--- config.mk ---
export PLATFORM = sky130hd
export DESIGN_NAME = jk_bank_driver
export DESIGN_NICKNAME = d
export VERILOG_FILES = /design/src/rtl/jk_pkg.sv /design/src/rtl/jk_excite_bank.sv /design/src/rtl/jk_bank_driver.sv
export SDC_FILE = /design/constraint.sdc
export NUM_CORES = 1
export LEC_CHECK = 0
export ABC_CLOCK_PERIOD_IN_PS = 1200
export CAP_MARGIN = 20
export CORE_MARGIN = 3
export CORE_UTILIZATION = 39
export CTS_BUF_LIST = sky130_fd_sc_hd__clkbuf_8 sky130_fd_sc_hd__clkbuf_16
export DETAILED_ROUTE_END_ITERATION = 6
export HOLD_SLACK_MARGIN = 0.02
export PLACE_DENSITY = 0.73
export SYNTH_ARGS = -nofsm -noshare
export SYNTH_HDL_FRONTEND = slang
export SYNTH_SLANG_ARGS = --single-unit
--- constraint.sdc ---
create_clock -name clk_i -period 1.2 [get_ports clk_i]
set_clock_uncertainty 0.1 [all_clocks]
set_input_delay 0.18 -clock clk_i [delete_from_list [all_inputs] [get_ports clk_i]]
set_output_delay 0.18 -clock clk_i [all_outputs]
set_load 0.02 [all_outputs]
--- src/rtl/jk_pkg.sv ---
`default_nettype none
// ----------------------------------------------------------------------------
// jk_pkg : FSM state type and per-bit JK excitation helper.   Rev 1.0
// ----------------------------------------------------------------------------
package jk_pkg;

  typedef enum logic [2:0] {
    IDLE   = 3'd0,
    DRIVE  = 3'd1,
    SETTLE = 3'd2,
    CHECK  = 3'd3,
    DONE   = 3'd4,
    FAIL   = 3'd5
  } jk_state_t;

  // Returns {j,k} that moves a JK flop from q to t; dc fills the don't-care.
  function automatic logic [1:0] jk_excite(input logic q, input logic t, input logic dc);
    return q ? {dc, ~t} : {t, dc};
  endfunction

endpackage
`default_nettype wire

--- src/rtl/jk_excite_bank.sv ---
`default_nettype none
// ----------------------------------------------------------------------------
// jk_excite_bank : WIDTH-wide combinational JK excitation.     Rev 1.0
// ----------------------------------------------------------------------------
module jk_excite_bank
  import jk_pkg::*;
#(
  parameter int WIDTH  = 4,
  parameter int DC_VAL = 0
) (
  input  logic [WIDTH-1:0] q_i,
  input  logic [WIDTH-1:0] t_i,
  output logic [WIDTH-1:0] j_o,
  output logic [WIDTH-1:0] k_o
);

  localparam logic DC = (DC_VAL != 0);

  for (genvar b = 0; b < WIDTH; b++) begin : g_bit
    logic [1:0] w_jk;
    assign w_jk   = jk_excite(q_i[b], t_i[b], DC);
    assign j_o[b] = w_jk[1];
    assign k_o[b] = w_jk[0];
  end

endmodule
`default_nettype wire

--- src/rtl/jk_bank_driver.sv ---
`default_nettype none
// ----------------------------------------------------------------------------
// jk_bank_driver : drives a JK bank toward a target word, checks, retries.  Rev 1.0
// ----------------------------------------------------------------------------
module jk_bank_driver
  import jk_pkg::*;
#(
  parameter int WIDTH     = 4,
  parameter int DC_VAL    = 0,
  parameter int MAX_RETRY = 2
) (
  input  logic             clk_i,
  input  logic             rst_i,
  input  logic             tgt_valid_i,
  output logic             tgt_ready_o,
  input  logic [WIDTH-1:0] tgt_i,
  input  logic [WIDTH-1:0] q_fb_i,
  output logic [WIDTH-1:0] j_o,
  output logic [WIDTH-1:0] k_o,
  output logic             busy_o,
  output logic             done_o,
  output logic             err_o
);

  localparam int RW = (MAX_RETRY > 0) ? $clog2(MAX_RETRY + 1) : 1;

  jk_state_t        state_q;
  logic [RW-1:0]    retry_q;
  logic [RW-1:0]    retry_d;
  logic [WIDTH-1:0] tgt_q;
  logic             busy_q;
  logic             done_q;
  logic             err_q;
  logic [WIDTH-1:0] w_j;
  logic [WIDTH-1:0] w_k;
  logic             w_drive;

  assign retry_d = retry_q + RW'(1);

  always_ff @(posedge clk_i) begin
    if (!rst_i) begin
      state_q <= IDLE;
      retry_q <= '0;
      tgt_q   <= '0;
      busy_q  <= 1'b0;
      done_q  <= 1'b0;
      err_q   <= 1'b0;
    end else begin
      done_q <= 1'b0;
      err_q  <= 1'b0;
      case (state_q)
        IDLE: begin
          if (tgt_valid_i) begin
            tgt_q   <= tgt_i;
            retry_q <= '0;
            busy_q  <= 1'b1;
            state_q <= DRIVE;
          end
        end
        DRIVE:  state_q <= SETTLE;
        SETTLE: state_q <= CHECK;
        CHECK: begin
          if (q_fb_i == tgt_q) begin
            done_q  <= 1'b1;
            state_q <= DONE;
          end else if (32'(retry_q) < MAX_RETRY) begin
            // Only advanced below MAX_RETRY, so the counter never wraps.
            retry_q <= retry_d;
            state_q <= DRIVE;
          end else begin
            err_q   <= 1'b1;
            state_q <= FAIL;
          end
        end
        DONE, FAIL: begin
          busy_q  <= 1'b0;
          state_q <= IDLE;
        end
        default: begin
          busy_q  <= 1'b0;
          state_q <= IDLE;
        end
      endcase
    end
  end

  jk_excite_bank #(
    .WIDTH  (WIDTH),
    .DC_VAL (DC_VAL)
  ) u_excite (
    .q_i (q_fb_i),
    .t_i (tgt_q),
    .j_o (w_j),
    .k_o (w_k)
  );

  // Outside DRIVE the bank must hold, so J/K are forced low.
  assign w_drive     = (state_q == DRIVE);
  assign j_o         = w_drive ? w_j : '0;
  assign k_o         = w_drive ? w_k : '0;
  assign tgt_ready_o = rst_i && (state_q == IDLE);
  assign busy_o      = busy_q;
  assign done_o      = done_q;
  assign err_o       = err_q;

endmodule
`default_nettype wire

==> insert_results.sql, run 1 <==
INSERT INTO impl_metrics (metric_group, metric, value, unit) VALUES
('status', 'outcome', 'complete, but fails checks', ''),
('status', 'violations', 'setup timing', ''),
('worst_setup_path', 'critical_path.cell_chain', 'nor3b_2 -> buf_4 -> and2_4 -> buf_6', ''),
('finish', 'areaGrowthSynthToFinish', '67.5', '%'),
('clock_tree', 'clock_tree_from_tritoncts', 'yes', ''),
('logic_synthesis', 'postSynth.topFlopCell', 'sky130_fd_sc_hd__dfxtp_1', ''),
('worst_setup_path', 'cp_data_arrival_time', '1.16', 'ns'),
('finish', 'layoutNonFillerInstCount', '135', ''),
('sta', 'rsz0062_at_grt', 'true', ''),
('sta', 'drv_slew', '0', ''),
('sta', 'hold_violations', '0', ''),
('worst_setup_path', 'critical-path-max-stage-delay', '0.36', 'ns'),
('finish', 'multiInputGateArea', '468', 'um^2'),
('clock_tree', 'tritoncts_num_sinks', '12', ''),
('logic_synthesis', 'count_of_different_cell_masters_after_synthesis', '21', ''),
('finish', 'filler_cell_count', '118', ''),
('worst_setup_path', 'path_class', 'flop to output pin', ''),
('clock_tree', 'buffer_type_at_the_clock_tree_root', 'sky130_fd_sc_hd__clkbuf_8', ''),
('logic_synthesis', 'number_of_flops_mapped_to_enable_cells_by_yosys', '0', ''),
('worst_setup_path', 'critPathLaunchType', 'flop', ''),
('drt', 'wire_per_inst', '11.2', 'um'),
('drt', 'vias', '609', ''),
('logic_synthesis', 'number_of_flip_flops_and_latches_in_the_synthesized_netlist', '12', ''),
('floorplan', 'rows', '14', ''),
('min_path', 'worst_min_path_class', 'flop to flop', ''),
('floorplan', 'floorplan.initialDensity', '0.434', ''),
('drt', 'drc_errors', '0', ''),
('logic_synthesis', 'sequential_cell_area_fraction_in_the_yosys_report', '0.347', ''),
('power_and_ir_drop', 'power_share_of_the_clock_group', '0.274', ''),
('clock_tree', 'cts_made_buffers', '3', ''),
('drt', 'avgViaCountPerCell', '4.51', ''),
('drt', 'wl', '1520', 'um'),
('sta', 'layout_setup_ws', '-0.236', 'ns'),
('sta', 'layout_worst_path_cycle_share', '1.20', ''),
('logic_synthesis', 'syn_warnings', '0', ''),
('power_and_ir_drop', 'p_leak', '0.529', 'nW'),
('logic_synthesis', 'post-synth-top-area-fraction', '0.347', ''),
('drt', 'drt.antenna.violating_nets', '0', ''),
('drt', 'drt_pre_antenna_iters', '6', ''),
('global_route', 'grt_overflow_total', '0', ''),
('power_and_ir_drop', 'power.internal', '0.000917', 'W'),
('placement', 'placedCellCount', '127', ''),
('clock_tree', 'clk_transition_reported_paths', '0.05', 'ns'),
('floorplan', 'fp.dieArea', '0.00232', 'mm^2'),
('sta', 'finalCriticalPeriod', '1.44', 'ns'),
('logic_synthesis', 'netlist_area', '692', 'um^2'),
('logic_synthesis', 'ys_async_sr_fraction', '0', ''),
('placement', 'globalplace.congestion', '0.718', ''),
('worst_setup_path', 'crit_path_max_fanout', '8', ''),
('worst_setup_path', 'end_kind', 'output pin', ''),
('floorplan', 'core_region_area', '0.00159', 'mm^2'),
('finish', 'antennaDiodeCount', '0', ''),
('sta', 'max_freq', '0.696', 'GHz'),
('floorplan', 'height_of_the_die', '48.1', 'um'),
('global_route', 'global_route.usage.total', '0.152', ''),
('worst_setup_path', 'critical_path.top_delay_family', 'flip-flops', ''),
('logic_synthesis', 'synth_area_leaders', 'sky130_fd_sc_hd__dfxtp_1 (35%), sky130_fd_sc_hd__ha_1 (14%), sky130_fd_sc_hd__and2_1 (7.2%)', ''),
('logic_synthesis', 'mappedNetlistNets', '94', ''),
('placement', 'preCtsSetupSlack', '-0.685', 'ns'),
('power_and_ir_drop', 'netSwitchingPower', '0.000362', 'W'),
('worst_setup_path', 'critPathRequiredTime', '0.92', 'ns'),
('power_and_ir_drop', 'power.ir.vdd_worst', '0.836', 'mV'),
('run', 'maximum_capacitance_violations', '0', ''),
('logic_synthesis', 'synth_cells', '75', ''),
('clock_tree', 'clk_latency', '0.23', 'ns'),
('logic_synthesis', 'yosys.area.top_type', 'sky130_fd_sc_hd__dfxtp_1', ''),
('drt', 'detail_route.iter0.violations', '7', ''),
('clock_tree', 'clockBufferDepth', '2', ''),
('placement', 'number_of_buffers_added_on_ports', '22', ''),
('sta', 'setup_viol', '19', ''),
('worst_setup_path', 'worst_path_cell_with_the_longest_stage_delay', 'sky130_fd_sc_hd__dfxtp_4', '');
stage by stage:
step	util	instance area, um^2	setup TNS [ns]	total power (W)
2_1_floorplan	-	706	-0.993	0.000704
3_3_place_gp	0.621	990	-9.86	0.000844
3_5_place_dp	0.621	990	-10.31	0.000854
4_1_cts	0.695	1110	-3.47	0.00126
5_1_grt	0.727	1160	-4.95	0.00135
6_report	0.727	1160	-3.53	0.00128
kinds of logic (layout without fill, tap and decap cells):
logic type | after synthesis | after routing | share of synthesized area
fa+ha+maj | 8 | 8 | 0.145
xor+xnor | 1 | 1 | 0.0127
flops | 12 | 12 | 0.347
mux | 4 | 4 | 0.0579
buf+inv | 12 | 48 | 0.0976
compound gates | 6 | 6 | 0.0633
simple gates | 32 | 32 | 0.277
power by group through the flow:
| stage | Sequential, W | Clock [W] | Combinational, W |
|---|---|---|---|
| final | 0.000462 | 0.000350 | 0.000466 |
| after global routing | 0.000467 | 0.000373 | 0.000511 |
| after global placement | 0.000462 | 0 | 0.000382 |
| after detailed placement | 0.000463 | 0 | 0.000390 |
| after floorplan | 0.000464 | 0 | 0.000240 |
| after CTS | 0.000460 | 0.000364 | 0.000432 |
cell usage after synthesis (all sizes together) (2+ instances only):
master / number
a21oi: 2
buf: 3
and2: 8
mux2i: 4
nand4: 2
nor2b: 5
nand2: 4
nor2: 8
inv: 9
dfxtp: 12
ha: 8
layout make-up:
type,count,area share
Sequential cell,12,0.218
Multi-Input combinational cell,51,0.404
Inverter,9,0.0292
Tap cell,24,0.0259
Timing Repair Buffer,36,0.287
Clock buffer,3,0.0356
cell usage in the layout (no fill, tap or decap), types with 2 or more instances in the layout:
cell / n
sky130_fd_sc_hd__and2_4: 8
sky130_fd_sc_hd__ha_1: 6
sky130_fd_sc_hd__mux2i_1: 4
sky130_fd_sc_hd__nor2_4: 2
sky130_fd_sc_hd__buf_6: 11
sky130_fd_sc_hd__dfxtp_1: 6
sky130_fd_sc_hd__ha_4: 2
sky130_fd_sc_hd__dlygate4sd2_1: 7
sky130_fd_sc_hd__inv_1: 9
sky130_fd_sc_hd__buf_4: 11
sky130_fd_sc_hd__dfxtp_4: 2
sky130_fd_sc_hd__nand2_1: 3
sky130_fd_sc_hd__nor2b_1: 5
sky130_fd_sc_hd__nand4_1: 2
sky130_fd_sc_hd__dfxtp_2: 4
sky130_fd_sc_hd__nor2_1: 6
sky130_fd_sc_hd__clkbuf_8: 3
sky130_fd_sc_hd__clkdlybuf4s50_1: 5
tightest hold or removal path: cells and delay by family (launching register included):
| kind | cells | cell delay [ns] |
|---|---|---|
| DFF | 1 | 0.33 |
| and+or+nand+nor | 2 | 0.09 |
timing repair:
item | 4_1_cts | 5_1_grt
pin swaps | 15 | 0
setup endpoints to repair | 22 | 20
cloned | 0 | 0
gates resized for setup | 82 | 9
hold buffers | 0 | 0
buffers inserted | 2 | 3
layer usage:
metal,global-route usage,routed length [um],part of all wire
met1,0.158,656,0.43
met2,0.274,740,0.49
met3,0.0406,87,0.057
met4,0.0806,31,0.020
met5,0,0,0
path summary, 6_finish.rpt:
check / from / end / slack, ns / cells after the start
max: state_q[2]$_SDFFE_PN0P_ / j_o[3] / -0.24 / 4
min: retry_q[1]$_SDFFE_PN0P_ / err_o$_SDFF_PP0_ / 0.37 / 2
max reg2reg: tgt_q[2]$_SDFFE_PN0P_ / err_o$_SDFF_PP0_ / -0.19 / 6
min reg2reg: retry_q[1]$_SDFFE_PN0P_ / err_o$_SDFF_PP0_ / 0.37 / 2
state kept, by name (all words and copies together), names as in the netlist:
register / flops
done_o: 1
state_q: 3
retry_q: 2
busy_o: 1
tgt_q: 4
err_o: 1
Power figures use the tool's default switching activity.
==> run 2: changes to the inputs <==
--- a/config.mk
+++ b/config.mk
@@ -5,7 +5,6 @@
 export SDC_FILE = /design/constraint.sdc
 export NUM_CORES = 1
 export LEC_CHECK = 0
-export ABC_CLOCK_PERIOD_IN_PS = 1200
 export CAP_MARGIN = 20
 export CORE_MARGIN = 3
 export CORE_UTILIZATION = 39
==> results of run 2 <==
Final layout, timing and power as in run 1 (identical DEF).
